**config.mk**
```make
export PLATFORM = sky130hd
export DESIGN_NAME = polyphase_interp_fir_flat
export DESIGN_NICKNAME = d
export VERILOG_FILES = /design/src/rtl/polyphase_interp_fir_if.sv /design/src/rtl/polyphase_interp_fir.sv /design/src/flat_wrapper.sv
export SDC_FILE = /design/constraint.sdc
export NUM_CORES = 2
export LEC_CHECK = 0
export ABC_AREA = 1
export BUFFER_PORTS_ARGS = -buffer_cell sky130_fd_sc_hd__buf_2
export CAP_MARGIN = 20
export CELL_PAD_IN_SITES_DETAIL_PLACEMENT = 0
export CELL_PAD_IN_SITES_GLOBAL_PLACEMENT = 1
export CORE_UTILIZATION = 36
export DETAILED_ROUTE_END_ITERATION = 10
export PLACE_DENSITY = 0.65
export SLEW_MARGIN = 10
export SYNTH_ARGS = -nofsm -noshare
export SYNTH_HDL_FRONTEND = slang
export SYNTH_SLANG_ARGS = --single-unit
export TNS_END_PERCENT = 50
```
**constraint.sdc**
```tcl
create_clock -name clk -period 10.6 [get_ports clk]
set_input_delay 1.06 -clock clk [delete_from_list [all_inputs] [get_ports clk]]
set_output_delay 1.06 -clock clk [all_outputs]
set_load 0.05 [all_outputs]
```
**src/rtl/polyphase_interp_fir_if.sv**
```systemverilog
// Stream, control and tap-load signals of the polyphase interpolating FIR.
// The master side drives samples, taps and control; the slave side is the filter.
interface polyphase_interp_fir_if #(
    parameter int G_DWIDTH         = 24,
    parameter int G_TAP_WIDTH      = 16,
    parameter int G_TAPS_PER_PHASE = 16,
    parameter int G_MAX_RATE       = 8
) ();
    localparam int C_RSW = $clog2(G_MAX_RATE) + 1;
    localparam int C_AW  = $clog2(G_MAX_RATE * G_TAPS_PER_PHASE);

    logic                          enable;
    logic [C_RSW-1:0]              rate_sel;
    logic                          tap_wr_en;
    logic [C_AW-1:0]               tap_wr_addr;
    logic signed [G_TAP_WIDTH-1:0] tap_wr_data;
    logic signed [G_DWIDTH-1:0]    din;
    logic                          din_valid;
    logic                          din_ready;
    logic signed [G_DWIDTH-1:0]    dout;
    logic                          dout_valid;
    logic                          dout_ready;
    logic                          busy;
    logic                          sat_pulse;

    modport master (
        output enable, rate_sel, tap_wr_en, tap_wr_addr, tap_wr_data,
        output din, din_valid, dout_ready,
        input  din_ready, dout, dout_valid, busy, sat_pulse
    );

    modport slave (
        input  enable, rate_sel, tap_wr_en, tap_wr_addr, tap_wr_data,
        input  din, din_valid, dout_ready,
        output din_ready, dout, dout_valid, busy, sat_pulse
    );
endinterface

```
**src/rtl/polyphase_interp_fir.sv**
```systemverilog
// Runtime-rate polyphase interpolating FIR: one time-multiplexed MAC walks the
// T non-zero taps of each branch, emitting 2^rate outputs per accepted sample.
module polyphase_interp_fir #(
    parameter int G_DWIDTH         = 24,
    parameter int G_TAP_WIDTH      = 16,
    parameter int G_TAPS_PER_PHASE = 16,
    parameter int G_MAX_RATE       = 8,
    parameter int G_ACC_GUARD      = 8
) (
    input  logic                   clk,
    input  logic                   reset_n,
    polyphase_interp_fir_if.slave  bus
);
    localparam int C_T     = G_TAPS_PER_PHASE;
    localparam int C_RL    = $clog2(G_MAX_RATE);
    localparam int C_RSW   = C_RL + 1;
    localparam int C_PW    = C_RL;
    localparam int C_AW    = $clog2(G_MAX_RATE * C_T);
    localparam int C_CW    = $clog2(C_T + 1);
    localparam int C_KW    = $clog2(C_T);
    localparam int C_PRODW = G_DWIDTH + G_TAP_WIDTH;
    localparam int C_ACCW  = G_DWIDTH + G_TAP_WIDTH + G_ACC_GUARD;

    localparam logic signed [C_ACCW-1:0] C_HALF =
        {{(C_ACCW-1){1'b0}}, 1'b1} << (G_TAP_WIDTH - 2);
    localparam logic signed [C_ACCW-1:0] C_MAXV =
        {{(C_ACCW-G_DWIDTH+1){1'b0}}, {(G_DWIDTH-1){1'b1}}};
    localparam logic signed [C_ACCW-1:0] C_MINV =
        {{(C_ACCW-G_DWIDTH+1){1'b1}}, {(G_DWIDTH-1){1'b0}}};

    typedef enum logic [1:0] {
        S_IDLE = 2'd0,
        S_MAC  = 2'd1,
        S_OUT  = 2'd2
    } state_t;

    state_t                        r_state;
    logic [C_PW-1:0]               r_phase;
    logic [C_RSW-1:0]              r_rate;
    logic [C_CW-1:0]               r_cnt;
    logic signed [G_DWIDTH-1:0]    r_x [C_T];
    logic signed [C_ACCW-1:0]      r_acc;
    logic                          r_din_ready;
    logic                          r_dout_valid;
    logic signed [G_DWIDTH-1:0]    r_dout;
    logic                          r_busy;
    logic                          r_sat_pulse;
    logic signed [G_TAP_WIDTH-1:0] r_taps [G_MAX_RATE * C_T];
    logic signed [G_TAP_WIDTH-1:0] r_tap_q;

    logic                          w_in_hs;
    logic [C_RSW-1:0]              w_rate_clamped;
    logic [C_PW-1:0]               w_phase_last;
    logic [C_CW-1:0]               w_rd_k;
    logic [C_AW-1:0]               w_rd_addr;
    logic [C_KW-1:0]               w_x_idx;
    logic signed [C_PRODW-1:0]     w_prod;
    logic signed [C_ACCW-1:0]      w_prod_ext;
    logic signed [C_ACCW-1:0]      w_acc_next;
    logic signed [C_ACCW-1:0]      w_rnd;
    logic signed [C_ACCW-1:0]      w_shift;
    logic signed [G_DWIDTH-1:0]    w_sat_dout;
    logic                          w_sat;

    assign w_in_hs        = bus.din_valid && r_din_ready;
    assign w_rate_clamped = (bus.rate_sel > C_RSW'(C_RL)) ? C_RSW'(C_RL) : bus.rate_sel;
    assign w_phase_last   = C_PW'((32'd1 << r_rate) - 32'd1);

    // The read for tap k is issued in MAC cycle k; its product lands in cycle k+1,
    // so the delay-line index trails the read counter by one.
    assign w_rd_k     = (r_cnt < C_CW'(C_T)) ? r_cnt : {C_CW{1'b0}};
    assign w_rd_addr  = C_AW'(int'(r_phase) * C_T + int'(w_rd_k));
    assign w_x_idx    = (r_cnt == {C_CW{1'b0}}) ? {C_KW{1'b0}} : C_KW'(r_cnt - C_CW'(1'b1));
    assign w_prod     = C_PRODW'(r_x[w_x_idx]) * C_PRODW'(r_tap_q);
    assign w_prod_ext = C_ACCW'(w_prod);

    // Accumulate, round half up, then clip to the output range.
    always_comb begin
        w_acc_next = r_acc + w_prod_ext;
        if (r_cnt == C_CW'(1'b1)) begin
            w_acc_next = w_prod_ext;
        end else begin
            w_acc_next = r_acc + w_prod_ext;
        end
        w_rnd   = w_acc_next + C_HALF;
        w_shift = w_rnd >>> (G_TAP_WIDTH - 1);
        if (w_shift > C_MAXV) begin
            w_sat_dout = C_MAXV[G_DWIDTH-1:0];
            w_sat      = 1'b1;
        end else if (w_shift < C_MINV) begin
            w_sat_dout = C_MINV[G_DWIDTH-1:0];
            w_sat      = 1'b1;
        end else begin
            w_sat_dout = w_shift[G_DWIDTH-1:0];
            w_sat      = 1'b0;
        end
    end

    // Tap RAM: writable only while the filter is disabled, one-cycle registered read.
    always_ff @(posedge clk) begin
        if (bus.tap_wr_en && !bus.enable) begin
            r_taps[bus.tap_wr_addr] <= bus.tap_wr_data;
        end
        r_tap_q <= r_taps[w_rd_addr];
    end

    // Control FSM, delay line, accumulator and registered outputs.
    always_ff @(posedge clk or negedge reset_n) begin
        if (!reset_n) begin
            r_state      <= S_IDLE;
            r_phase      <= {C_PW{1'b0}};
            r_rate       <= {C_RSW{1'b0}};
            r_cnt        <= {C_CW{1'b0}};
            r_acc        <= {C_ACCW{1'b0}};
            r_din_ready  <= 1'b0;
            r_dout_valid <= 1'b0;
            r_dout       <= {G_DWIDTH{1'b0}};
            r_busy       <= 1'b0;
            r_sat_pulse  <= 1'b0;
            for (int i = 0; i < C_T; i++) begin
                r_x[i] <= {G_DWIDTH{1'b0}};
            end
        end else if (!bus.enable) begin
            // Disabled: abort any partial output and give the next run a clean history.
            r_state      <= S_IDLE;
            r_phase      <= {C_PW{1'b0}};
            r_rate       <= {C_RSW{1'b0}};
            r_cnt        <= {C_CW{1'b0}};
            r_acc        <= {C_ACCW{1'b0}};
            r_din_ready  <= 1'b0;
            r_dout_valid <= 1'b0;
            r_dout       <= {G_DWIDTH{1'b0}};
            r_busy       <= 1'b0;
            r_sat_pulse  <= 1'b0;
            for (int i = 0; i < C_T; i++) begin
                r_x[i] <= {G_DWIDTH{1'b0}};
            end
        end else begin
            case (r_state)
                S_IDLE: begin
                    if (w_in_hs) begin
                        for (int i = C_T - 1; i > 0; i--) begin
                            r_x[i] <= r_x[i-1];
                        end
                        r_x[0]      <= bus.din;
                        r_rate      <= w_rate_clamped;
                        r_phase     <= {C_PW{1'b0}};
                        r_cnt       <= {C_CW{1'b0}};
                        r_din_ready <= 1'b0;
                        r_busy      <= 1'b1;
                        r_state     <= S_MAC;
                    end else begin
                        r_din_ready <= 1'b1;
                    end
                end
                S_MAC: begin
                    if (r_cnt != {C_CW{1'b0}}) begin
                        r_acc <= w_acc_next;
                    end
                    if (r_cnt == C_CW'(C_T)) begin
                        r_dout       <= w_sat_dout;
                        r_dout_valid <= 1'b1;
                        r_sat_pulse  <= w_sat;
                        r_state      <= S_OUT;
                    end else begin
                        r_cnt <= r_cnt + C_CW'(1'b1);
                    end
                end
                S_OUT: begin
                    r_sat_pulse <= 1'b0;
                    if (bus.dout_ready) begin
                        r_dout_valid <= 1'b0;
                        r_cnt        <= {C_CW{1'b0}};
                        if (r_phase == w_phase_last) begin
                            r_busy      <= 1'b0;
                            r_din_ready <= 1'b1;
                            r_state     <= S_IDLE;
                        end else begin
                            r_phase <= r_phase + C_PW'(1'b1);
                            r_state <= S_MAC;
                        end
                    end
                end
                default: begin
                    r_state      <= S_IDLE;
                    r_din_ready  <= 1'b0;
                    r_dout_valid <= 1'b0;
                    r_busy       <= 1'b0;
                    r_sat_pulse  <= 1'b0;
                end
            endcase
        end
    end

    assign bus.din_ready  = r_din_ready;
    assign bus.dout       = r_dout;
    assign bus.dout_valid = r_dout_valid;
    assign bus.busy       = r_busy;
    assign bus.sat_pulse  = r_sat_pulse;
endmodule

```
**src/flat_wrapper.sv**
```systemverilog
// flat-port wrapper written by rule: the top's interface ports become plain ports
module polyphase_interp_fir_flat 
#(
    parameter int G_DWIDTH         = 24,
    parameter int G_TAP_WIDTH      = 16,
    parameter int G_TAPS_PER_PHASE = 16,
    parameter int G_MAX_RATE       = 8,
    parameter int G_ACC_GUARD      = 8
)
  (clk, reset_n, bus_enable, bus_rate_sel, bus_tap_wr_en, bus_tap_wr_addr, bus_tap_wr_data, bus_din, bus_din_valid, bus_dout_ready, bus_din_ready, bus_dout, bus_dout_valid, bus_busy, bus_sat_pulse);
  polyphase_interp_fir_if #(.G_DWIDTH(G_DWIDTH), .G_TAP_WIDTH(G_TAP_WIDTH), .G_TAPS_PER_PHASE(G_TAPS_PER_PHASE), .G_MAX_RATE(G_MAX_RATE)) bus_i ();
  input  logic clk;
  input  logic reset_n;
  input wire logic [$bits(bus_i.enable)-1:0] bus_enable;
  input wire logic [$bits(bus_i.rate_sel)-1:0] bus_rate_sel;
  input wire logic [$bits(bus_i.tap_wr_en)-1:0] bus_tap_wr_en;
  input wire logic [$bits(bus_i.tap_wr_addr)-1:0] bus_tap_wr_addr;
  input wire logic [$bits(bus_i.tap_wr_data)-1:0] bus_tap_wr_data;
  input wire logic [$bits(bus_i.din)-1:0] bus_din;
  input wire logic [$bits(bus_i.din_valid)-1:0] bus_din_valid;
  input wire logic [$bits(bus_i.dout_ready)-1:0] bus_dout_ready;
  output wire logic [$bits(bus_i.din_ready)-1:0] bus_din_ready;
  output wire logic [$bits(bus_i.dout)-1:0] bus_dout;
  output wire logic [$bits(bus_i.dout_valid)-1:0] bus_dout_valid;
  output wire logic [$bits(bus_i.busy)-1:0] bus_busy;
  output wire logic [$bits(bus_i.sat_pulse)-1:0] bus_sat_pulse;
  assign bus_i.enable = bus_enable;
  assign bus_i.rate_sel = bus_rate_sel;
  assign bus_i.tap_wr_en = bus_tap_wr_en;
  assign bus_i.tap_wr_addr = bus_tap_wr_addr;
  assign bus_i.tap_wr_data = bus_tap_wr_data;
  assign bus_i.din = bus_din;
  assign bus_i.din_valid = bus_din_valid;
  assign bus_i.dout_ready = bus_dout_ready;
  assign bus_din_ready = bus_i.din_ready;
  assign bus_dout = bus_i.dout;
  assign bus_dout_valid = bus_i.dout_valid;
  assign bus_busy = bus_i.busy;
  assign bus_sat_pulse = bus_i.sat_pulse;
  polyphase_interp_fir #(.G_DWIDTH(G_DWIDTH), .G_TAP_WIDTH(G_TAP_WIDTH), .G_TAPS_PER_PHASE(G_TAPS_PER_PHASE), .G_MAX_RATE(G_MAX_RATE), .G_ACC_GUARD(G_ACC_GUARD)) u_core (.clk(clk), .reset_n(reset_n), .bus(bus_i));
endmodule
```
==> impl_metrics.json <==
{
  "cts_tree": "yes",
  "fin_crit_ps": 10260,
  "die_h_microns": 587,
  "synthAdderAreaFrac_pct": 7.64,
  "violations": "DRC",
  "cts_buffer_depth": 4,
  "grt_pass1_wl_microns": 565000,
  "drive_gt1_share_pct": 21.8,
  "grt_use_total_pct": 21.6,
  "start_util_pct": 36.2,
  "grt-ovfl-total": 0,
  "cpMostUsedCell": "nand2_1",
  "drcViolationCount": 6,
  "die_area_sq_um": 345000,
  "synth.largest_area_cell": "edfxtp_1",
  "maxCapViolCount": 0,
  "synth_compound_area_share_pct": 12.9,
  "end_kind": "flop",
  "netlist_area_sq_um": 123000,
  "rsz0062_at_grt": "yes",
  "relSlewSlack_pct": 19.3,
  "final_net_count": 12100,
  "ys.flop_type": "edfxtp_1",
  "synth_simple_gate_area_share_pct": 10.4,
  "vias": 87100,
  "dpl.hpwl_microns": 242000,
  "hp-class": "in -> async",
  "tightest_slew_ps": 1210,
  "die_w_microns": 587,
  "num_rows": 214,
  "crit_path_max_fanout": 11,
  "async_reset_ff_share_pct": 18.7,
  "synth.avg_cell_area_sq_um": 11.4,
  "core_region_area_sq_um": 340000,
  "skew_ps": 85.9,
  "synth_common_cells": "edfxtp_1, nand2_1, nor2_1",
  "ys_seq_area_share_pct": 59.8,
  "antenna_found_initial": 12,
  "grt_max_degree": 166,
  "synthMuxAreaShare_pct": 2.90,
  "cts.clk_slew.worst_paths_ps": 60,
  "fmax_ghz": 0.0975,
  "detail-route-antenna-nets": 0,
  "yosysUniqueCellTypes": 57,
  "netlist_top_cells_area": "edfxtp_1, dfrtp_1, fa_1",
  "via_per_inst": 5.35,
  "setup_violations": 0,
  "cts_sinks": 2538,
  "max_stage_delay_ps": 620,
  "routabilityCongestion": 0.897,
  "synth_top_area_share_pct": 49.9,
  "port-buffer-count": 84,
  "report.final.slew_viol_count": 0,
  "synth_enable_flop_cells": 2048,
  "grt_pass1_vias": 87700,
  "drtPass1Iterations": 11,
  "yosysMostFrequentCell": "edfxtp_1",
  "drt_iter0_drc": 7500,
  "crit_slowest_cell": "fa_2",
  "synth_top_family_by_area": "compound AO/OA/AOI/OAI gates",
  "worstPathArrival_ps": 11000,
  "cts_buffers": 285,
  "hold_slack_ps": 151,
  "netlist_instances": 10800,
  "synth-seq-cells": 2538,
  "drt-wirelength-per-cell_microns": 23.5,
  "critPathKind": "reg -> reg",
  "synth_fp_nets": 11400,
  "fin_util_pct": 43.6,
  "critPathLaunchType": "flop",
  "synthXorXnorAreaFrac_pct": 0.355,
  "cp.required_ps": 11340,
  "syn_to_final_growth_pct": 20.4,
  "fin_crit_sh_pct": 96.7,
  "insertion_delay_ps": 920,
  "run_status": "finished with violations",
  "finalHoldViolCount": 0,
  "cts-root-buf": "clkbuf_16",
  "postRouteWirelength_microns": 382000,
  "yosysWarningCount": 0,
  "cts-htree-levels": 5,
  "io_pins": 85
}
==> kinds of logic (layout without fill, tap and decap cells) <==
kind of cell               Yosys count  count (layout)
other                                0               4
AOI/OAI and AO/OA                 2265            2265
adders and majority gates          527             527
xor gates and xnor gates            50              50
and+or+nand+nor                   3161            3164
buffers and inverters             1943            2858
muxes                              356             356
DFF                               2538            2538
==> placed cells by master (no fill, tap or decap), types with 31 or more instances in the layout <==
cell type / netlist / routed
edfxtp_1: 2048 / 2048
inv_1: 1259 / 1208
nand2_1: 1392 / 1177
nor2_1: 1279 / 1150
o21ai_0: 896 / 875
buf_4: 1 / 871
dfrtp_1: 474 / 472
fa_1: 375 / 356
mux2i_1: 348 / 348
o221a_2: 348 / 348
o22ai_1: 322 / 322
clkbuf_16: 0 / 301
nand3_1: 317 / 247
o32ai_1: 242 / 242
nand2_2: 24 / 164
nor2_4: 7 / 94
a221oi_1: 96 / 93
ha_1: 152 / 85
nand2_4: 2 / 77
nand3_2: 15 / 74
a21oi_1: 111 / 71
nor2_2: 25 / 67
buf_2: 59 / 67
ha_4: 0 / 65
a22oi_1: 64 / 64
clkinv_1: 14 / 63
o21bai_1: 61 / 56
clkbuf_1: 531 / 55
buf_12: 0 / 50
inv_2: 15 / 49
nand4_1: 45 / 45
buf_6: 4 / 40
clkinv_2: 0 / 39
a21oi_2: 3 / 34
xor2_1: 38 / 31
==> worst max-delay path: cells and delay by family, from the launching register on <==
| kind | cells | cell delay [ps] |
|---|---|---|
| compound gates | 2 | 400 |
| flops | 1 | 380 |
| xor+xnor | 1 | 180 |
| fa+ha+maj | 8 | 3690 |
| buf+inv | 19 | 2300 |
| simple gates | 31 | 3150 |
==> what timing repair did <==
| action | CTS | global route |
|---|---|---|
| gates cloned | 5 | 13 |
| pin swaps | 18 | 253 |
| resized for setup | 214 | 753 |
| endpoints found under the setup margin | 25 | 26 |
| setup buffers | 9 | 69 |
| hold buffers | 0 | 0 |
==> layout make-up <==
| cell class | instances | area [sq um] |
|---|---|---|
| Fill cell | 31700 | 192000 |
| Sequential cell | 2538 | 73700 |
| Multi-Input combinational cell | 6362 | 45700 |
| Timing Repair Buffer | 1057 | 8980 |
| Clock buffer | 361 | 7690 |
| Tap cell | 4536 | 5680 |
| Inverter | 1288 | 4930 |
| Clock inverter | 152 | 1630 |
| Antenna cell | 4 | 10.0 |
==> metrics by stage <==
| stage | TNS (ps) | setup slack [ps] | instance area (sq um) | cells |
|---|---|---|---|---|
| after floorplan | 0 | 15.1 | 123000 | 10800 |
| after global placement | -24460 | -1000 | 134000 | 15700 |
| after detailed placement | -23340 | -980 | 134000 | 15700 |
| after CTS | 0 | 1.46 | 144000 | 16200 |
| after global routing | -2640 | -133 | 148000 | 16300 |
| final | 0 | 345 | 148000 | 16300 |
==> sequential cells by signal, indices dropped and copies added (netlist names) <==
signal,count
u_core.bus.busy,1
u_core.bus.din_ready,1
u_core.bus.dout,24
u_core.bus.dout_valid,1
u_core.bus.sat_pulse,1
u_core.r_acc,48
u_core.r_cnt,5
u_core.r_phase,3
u_core.r_rate,4
u_core.r_state,2
u_core.r_tap_q,16
u_core.r_taps,2048
u_core.r_x,384
==> path summary, 6_finish.rpt <==
check	start	endpoint	slack, ps	cells past startpoint
min in group clk	bus_din[15]	u_core.r_x[375]	370	3
worst max-delay path	u_core.r_cnt[2]	u_core.bus.dout[18]	340	61
max in group asynchronous	reset_n	u_core.bus.dout[4]	8210	3
worst min register to register	u_core.r_x[11]	u_core.r_x[11]	490	2
worst min-delay path	reset_n	u_core.r_x[368]	150	1
worst max register to register	u_core.r_cnt[2]	u_core.bus.dout[18]	340	61
==> routing by layer <==
metal	track usage (%)	wire (microns)	up-vias	part of all wire, %
met3	2.66	21400	576	5.6
met2	36.5	185000	2663	48
li1	-	-	39700	-
met4	6.90	12900	6	3.4
met5	0	40	-	0.010
met1	28.8	163000	44200	43
Power is not shown: default switching activity piles up to over one toggle a cycle in this logic, so the estimate is an artifact.
